==> src/rtl/systolic_array_ctrl.sv <==
// rtl/systolic_array_ctrl.sv - tile sequencer for an output-stationary systolic array
//
// Purpose: accepts one tile command (inner dimension K), strobes the A/B operand
// buffers for K cycles, produces the west/north skew window masks, waits out the
// array drain, pulses array_done, then holds the finished tile until out_ready.
//
// Ports:
//   clk, reset             clock, synchronous active-high reset
//   start_valid/ready      tile command handshake, k_len sampled on accept
//   rd_en, rd_addr         operand buffer read strobe and k index (1-cycle read latency)
//   row_mask, col_mask     per-row / per-column edge data-valid windows
//   acc_clear              one-cycle accumulator clear at the first feed cycle
//   array_done             one-cycle pulse to the array's in_done_flag
//   out_valid/out_ready    finished-tile handshake
//   busy                   controller not idle
module systolic_array_ctrl #(
   parameter int ARR_HEIGHT = 4,
   parameter int ARR_WIDTH  = 4,
   parameter int K_BITS     = 10,
   parameter int PE_LATENCY = 2,
   parameter int CNT_BITS   = 12
) (
   input  logic                  clk,
   input  logic                  reset,
   input  logic                  start_valid,
   output logic                  start_ready,
   input  logic [K_BITS-1:0]     k_len,
   output logic                  rd_en,
   output logic [K_BITS-1:0]     rd_addr,
   output logic [ARR_HEIGHT-1:0] row_mask,
   output logic [ARR_WIDTH-1:0]  col_mask,
   output logic                  acc_clear,
   output logic                  array_done,
   output logic                  out_valid,
   input  logic                  out_ready,
   output logic                  busy
);

   typedef enum logic [2:0] {
      S_IDLE  = 3'd0,
      S_FEED  = 3'd1,
      S_DRAIN = 3'd2,
      S_FLAG  = 3'd3,
      S_OUT   = 3'd4
   } state_t;

   // Last DRAIN cycle is t = K + H + W - 3 + PE_LATENCY (i.e. N-1).
   localparam logic [CNT_BITS-1:0] DRAIN_LAST_OFS =
      CNT_BITS'(ARR_HEIGHT + ARR_WIDTH - 3 + PE_LATENCY);

   state_t                  state, state_nx;
   logic [CNT_BITS-1:0]     t, t_nx;
   logic [K_BITS-1:0]       k_q, k_nx;
   logic [K_BITS-1:0]       addr_q, addr_nx;
   logic [ARR_HEIGHT-1:0]   row_q, row_nx;
   logic [ARR_WIDTH-1:0]    col_q, col_nx;
   logic [CNT_BITS-1:0]     k_ext, k_nx_ext;
   logic                    feed_last, drain_last, live_nx;

   assign k_ext      = CNT_BITS'(k_q);
   assign k_nx_ext   = CNT_BITS'(k_nx);
   assign feed_last  = (t == k_ext - CNT_BITS'(1));
   assign drain_last = (t == k_ext + DRAIN_LAST_OFS);

   // State register and datapath registers
   always_ff @(posedge clk) begin
      if (reset) begin
         state  <= S_IDLE;
         t      <= '0;
         k_q    <= '0;
         addr_q <= '0;
         row_q  <= '0;
         col_q  <= '0;
      end else begin
         state  <= state_nx;
         t      <= t_nx;
         k_q    <= k_nx;
         addr_q <= addr_nx;
         row_q  <= row_nx;
         col_q  <= col_nx;
      end
   end

   // Next-state and next-register logic
   always_comb begin
      state_nx = state;
      t_nx     = t;
      k_nx     = k_q;
      unique case (state)
         S_IDLE: begin
            t_nx = '0;
            // K=0 commands are dropped without leaving IDLE.
            if (start_valid && (k_len != '0)) begin
               state_nx = S_FEED;
               k_nx     = k_len;
            end
         end
         S_FEED: begin
            t_nx = t + CNT_BITS'(1);
            if (feed_last) state_nx = S_DRAIN;
         end
         S_DRAIN: begin
            t_nx = t + CNT_BITS'(1);
            if (drain_last) state_nx = S_FLAG;
         end
         S_FLAG: begin
            state_nx = S_OUT;
         end
         S_OUT: begin
            if (out_ready) begin
               state_nx = S_IDLE;
               t_nx     = '0;
            end
         end
         default: begin
            state_nx = S_IDLE;
            t_nx     = '0;
         end
      endcase

      // rd_addr tracks t while feeding and freezes at K-1 afterwards.
      addr_nx = (state_nx == S_FEED) ? t_nx[K_BITS-1:0] : addr_q;

      // Masks are computed from next-cycle t so the outputs come straight from flops.
      live_nx = (state_nx == S_FEED) || (state_nx == S_DRAIN);
      row_nx  = '0;
      col_nx  = '0;
      for (int i = 0; i < ARR_HEIGHT; i++) begin
         row_nx[i] = live_nx && (t_nx >= CNT_BITS'(i + 1)) &&
                     (t_nx <= k_nx_ext + CNT_BITS'(i));
      end
      for (int j = 0; j < ARR_WIDTH; j++) begin
         col_nx[j] = live_nx && (t_nx >= CNT_BITS'(j + 1)) &&
                     (t_nx <= k_nx_ext + CNT_BITS'(j));
      end
   end

   // Output logic
   always_comb begin
      start_ready = (state == S_IDLE);
      busy        = (state != S_IDLE);
      rd_en       = (state == S_FEED);
      acc_clear   = (state == S_FEED) && (t == '0);
      array_done  = (state == S_FLAG);
      out_valid   = (state == S_OUT);
      rd_addr     = addr_q;
      row_mask    = row_q;
      col_mask    = col_q;
   end

endmodule

==> config.mk <==
export PLATFORM = sky130hd
export DESIGN_NAME = systolic_array_ctrl
export DESIGN_NICKNAME = d
export VERILOG_FILES = /design/src/rtl/systolic_array_ctrl.sv
export SDC_FILE = /design/constraint.sdc
export NUM_CORES = 1
export LEC_CHECK = 0
export CORE_MARGIN = 4
export CORE_UTILIZATION = 67
export CTS_BUF_LIST = sky130_fd_sc_hd__clkbuf_2 sky130_fd_sc_hd__clkbuf_4 sky130_fd_sc_hd__clkbuf_8
export CTS_CLUSTER_DIAMETER = 50
export DETAILED_ROUTE_END_ITERATION = 6
export DONT_BUFFER_PORTS = 1
export PLACE_DENSITY = 0.91
export SLEW_MARGIN = 20
export SYNTH_ARGS = -nofsm -noshare
export SYNTH_HDL_FRONTEND = slang
export SYNTH_SLANG_ARGS = --single-unit
export TNS_END_PERCENT = 5
==> constraint.sdc <==
create_clock -name clk -period 6.1 [get_ports clk]
set_input_delay 1.83 -clock clk [delete_from_list [all_inputs] [get_ports clk]]
set_output_delay 1.83 -clock clk [all_outputs]
set_load 0.02 [all_outputs]
; ---- Word-level counts from Yosys, hierarchy flattened
; Cells that the tools add are included.
[totals]
regBits = 39
input_bits = 14
output_inout_bits = 24
wordCells = 52
[classes]
n_addsub = 6
order_cmp = 8
n_eq_ne = 8
muxes = 9
reduce_logical = 16
[op_table]
columns = cell, count
row1 = $le 12x11->1, 3
row2 = $pmux 12 s3, 1
row3 = $ge 12x2->1 const B, 2
row4 = $add 10x2->11 const B, 2
row5 = $mux 10, 2
row6 = $pmux 3 s5, 1
row7 = $add 12x1->12 const B, 1
row8 = $eq 12x11->1, 1
row9 = $eq 12x12->1, 1
row10 = $ge 12x1->1 const B, 1
row11 = $ge 12x3->1 const B, 1
row12 = $le 12x10->1, 1
row13 = $logic_not 12->1, 1
row14 = $mux 12, 1
row15 = $mux 3, 4
row16 = $add 10x1->11 const B, 1
row17 = $add 10x3->11 const B, 1
row18 = $sub 10x1->11 const B, 1
row19 = $logic_and 1x1->1, 10
row20 = $reduce_bool 10->1, 1
row21 = $eq 3x2->1 const B, 3
row22 = $eq 3x1->1 const B, 2
row23 = $eq 3x3->1 const B, 1
row24 = $logic_not 3->1, 1
row25 = other kinds (3), 3

; ---- Longest topological paths before layout
[depth]
depth_word = 8
depth_mapped = 17

; ---- Least setup slack after synthesis
; Ideal clock, no wire load.
[synth_path]
kind = input -> register
from = input port k_len[6]
to = register col_q[2] (netlist: col_mask[2])
setup_time_ns = 0.061
arrival_ns = 5.200
required_ns = 6.039
setup_slack_ns = 0.839
stages = 15
path_buffers = 1
path_cell_list = or4_1 o41ai_2 buf_4 a22oi_1 inv_1 ha_1 inv_1 or2_2 xnor2_1 ha_1 nand4_1 or4_1 o21ai_0 a31oi_1 and4b_1
[synth_between]
elab_chain_len = 8
elab_cells_between_ends = 13
[synth_lines]
columns = item, line
row1 = from (decl), 27  ; input logic [K_BITS-1:0] k_len,
row2 = "parallel branches: the longest is 7 deep, another holds $le 12x11->1", n/a
row3 = $logic_and 1x1->1 (*), 133  ; col_nx[j] = live_nx && (t_nx >= CNT_BITS'(j + 1)) &&
row4 = to (signal assigned), 80  ; col_q <= col_nx;
row5 = to (decl), 56  ; logic [ARR_WIDTH-1:0] col_q, col_nx;
; Mark *: on every way between the ends.
; A chain may end at the register's enable or synchronous reset.

; ---- Worst setup path after layout
; Same ends and word-level chain as after synthesis.

==> results.tsv <==
stage	metric	value	unit
timing	final setup fails	0	
placed_design	Post-DP HPWL	8520	microns
clocking	CTS H-tree lvls	2	
clocking	Clock Latency Late Sink	0.30	ns
floorplanning	core region area	0.00592	sq mm
detailed_routing	via density per instance	6.97	
critical_path	kind of end point of the critical path	register	
detailed_routing	via count	3932	
critical_path	WS Path Type	in -> reg	
status	outcome	completed	
finish	Final Non-Filler Cells	564	
clocking	CTS Buf Count	5	
hold_path	Worst Hold Depth	2	
critical_path	Reg2Reg Depth	15	
clocking	Post-CTS Hold Buffers	0	
clocking	clk slew on worst S/H paths	0.08	ns
placed_design	Post-DP Area	0.00406	sq mm
timing	Relative slew margins	31.5	%
global_routing	vias in the first global route	3862	
critical_path	WP data arrival	5.64	ns
timing	Setup TNS	0	ns
floorplanning	Die W	85.9	microns
global_routing	largest net degree at the start of global routing	37	
synth	Synth Net Count	559	
placed_design	dpl ws	0.451	ns
synth	Synth Cell Area	0.00407	sq mm
timing	final worst slack	0.709	ns
finish	Final Util	70.5	%
power	overall power	720	uW
detailed_routing	DRC	0	
floorplanning	die area	0.00738	sq mm
placed_design	gpl congestion	1.01	
synth	sequential-to-total area share from yosys stat	19.2	%
floorplanning	# rows	28	
finish	area grow syn2layout	2.64	%
floorplanning	Die Y	85.9	microns
critical_path	WP data required	6.35	ns
detailed_routing	routed wire length per instance	20.1	microns
clocking	post_cts resized	0	
detailed_routing	drt pass-1 iters	6	
timing	post-route minimum period	5.39	ns
synth	syn_area_per_cell	8.17	sq um
synth	Yosys cell types	73	
synth	number of synthesized flops with an enable pin	0	
global_routing	first-pass GRT wire length	18700	microns
global_routing	total gr overflow	0	
floorplanning	Initial Util	68.7	%
placed_design	Inst Count DP	556	
power	worst vdd ir	0.153	mV
synth	Top FF cell, synth	dfxtp_1	
run	maxcap violations	0	
global_routing	initial antenna violation count	0	
detailed_routing	DRT iter0 DRCs	353	
clocking	clock tree buffer depth	2	
synth	Post-Syn Instances	498	
timing	Pins Over Slew Limit	0	
finish	finished layout cell area	0.00418	sq mm
power	PD cells	172	mW/mm^2
clocking	CTS tree	done	
placed_design	port bufs	0	
clocking	Root Driver	clkbuf_8	
detailed_routing	WL final	11300	microns
floorplanning	Ports	38	
timing	worst slew pin tran	1.02	ns
timing	RSZ-0062 raised after global routing	false	
finish	share of post-route cells with drive strength above 1	9.82	%
timing	Fin. Hold Viols	0	
timing	Min Hold Slack	0.613	ns
finish	# diodes	0	
synth	async set or reset register ratio after synthesis	0	%
detailed_routing	Routed Antenna Nets	0	
hold_path	Min-Delay Path Class	reg -> reg	
finish	Fillers	466	
clocking	CTS sink cnt	39	
power	P_leak	1.76	nW
finish	nets	549	
clocking	postcts setup bufs	0	
timing	skew final	0.00985	ns
critical_path	Max FO, Critical Path	7	
timing	Max Fclk	185	MHz
synth	yosys warns	0	
global_routing	GRT Util Overall	31.0	%
synth	Seq cells post-synth	39	
timing	share of the clock period used by the worst path	88.4	%
critical_path	Worst setup SP type	input pin	
registers in the layout (all words and copies together), names as in the netlist:
register and flops:
t 12, k_q 10, rd_addr 10, col_mask 4
state 3
routing by layer:
layer	GRT usage, %	up-vias	wire length [microns]	share of wire (%)
li1	-	1808	-	-
met1	39.4	1818	4630	41
met2	49.4	252	5070	45
met3	6.63	54	1150	10
met4	15.4	0	477	4.2
met5	0	-	0	0
area by class of cell:
| cell class | count | area, sq um | area share, % |
|---|---|---|---|
| inverters | 24 | 90.1 | 2.16 |
| repair buffers | 9 | 67.6 | 1.62 |
| clock inverters | 3 | 46.3 | 1.11 |
| multi-input cells | 409 | 3030 | 72.5 |
| flip-flops and latches | 39 | 781 | 18.7 |
| clock buffers | 5 | 68.8 | 1.65 |
| well taps | 75 | 93.8 | 2.25 |
worst max-delay path, stage by stage:
cell	delay, ns
or4_1	0.57
o41ai_2	0.54
a22o_1	0.27
inv_2	0.11
a21oi_1	0.27
nand2_1	0.13
or3_1	0.38
xnor2_1	0.14
ha_1	0.32
nand4_1	0.13
or4_1	0.52
o21ai_0	0.11
a31oi_1	0.07
and4b_1	0.25
power breakdown:
| part | internal (mW) | switching [mW] |
|---|---|---|
| Clock | 0.123 | 0.103 |
| Sequential | 0.261 | 0.0183 |
| Combinational | 0.0916 | 0.122 |
cells by family (layout without fill, tap and decap cells):
kind of cell	after synthesis	in the layout	synth area share (%)
muxes	16	16	5.07
buffers and inverters	50	41	6.37
DFF	39	39	19.2
xor gates and xnor gates	40	40	9.01
and+or+nand+nor	199	199	27.9
adders and majority gates	47	47	14.5
AOI/OAI and AO/OA	107	107	18.1
placed cells by master, fill, tap and decap left out, drive strengths merged, types with 10 or more instances in the layout:
cell,netlist,final
nor2,46,46
and2b,13,13
o21ai,21,21
a21oi,22,22
nand2,27,27
xor2,17,17
xnor2,22,22
nor4,14,14
dfxtp,39,39
inv,24,25
nor2b,11,11
ha,47,47
nand3,14,14
mux2,10,10
nor3,10,10
path summary, 6_finish.rpt:
kind / from / to / slack [ns]
worst max-delay path: k_len[6] / col_mask[2]$_SDFF_PP0_ / 0.71
worst min-delay path: t[11]$_SDFF_PP0_ / t[11]$_SDFF_PP0_ / 0.61
worst max register to register: state[2]$_SDFF_PP0_ / col_mask[3]$_SDFF_PP0_ / 1.94
worst min register to register: t[11]$_SDFF_PP0_ / t[11]$_SDFF_PP0_ / 0.61
cells in the mapped netlist (all sizes together) (3+ instances only):
cell	count	area [sq um]
a211oi	4	30.0
a21oi	22	110
a22oi	4	30.0
a31oi	8	50.1
and2b	13	97.6
and3	5	31.3
and4	6	52.6
buf	16	131
clkbuf	10	37.5
dfxtp	39	781
ha	47	588
inv	24	90.1
mux2	10	146
mux2i	6	60.1
nand2	27	101
nand2b	4	25.0
nand3	14	70.1
nand4	9	56.3
nor2	46	173
nor2b	11	68.8
nor3	10	55.1
nor3b	3	22.5
nor4	14	87.6
nor4b	4	50.1
o211ai	4	30.0
o21a	9	67.6
o21ai	21	105
o21bai	3	22.5
o311ai	4	35.0
o31ai	4	30.0
or2	7	43.8
or3	8	51.3
or4	8	60.1
xnor2	22	193
xor2	17	149
Note: power is estimated with default switching activity, not from simulation.
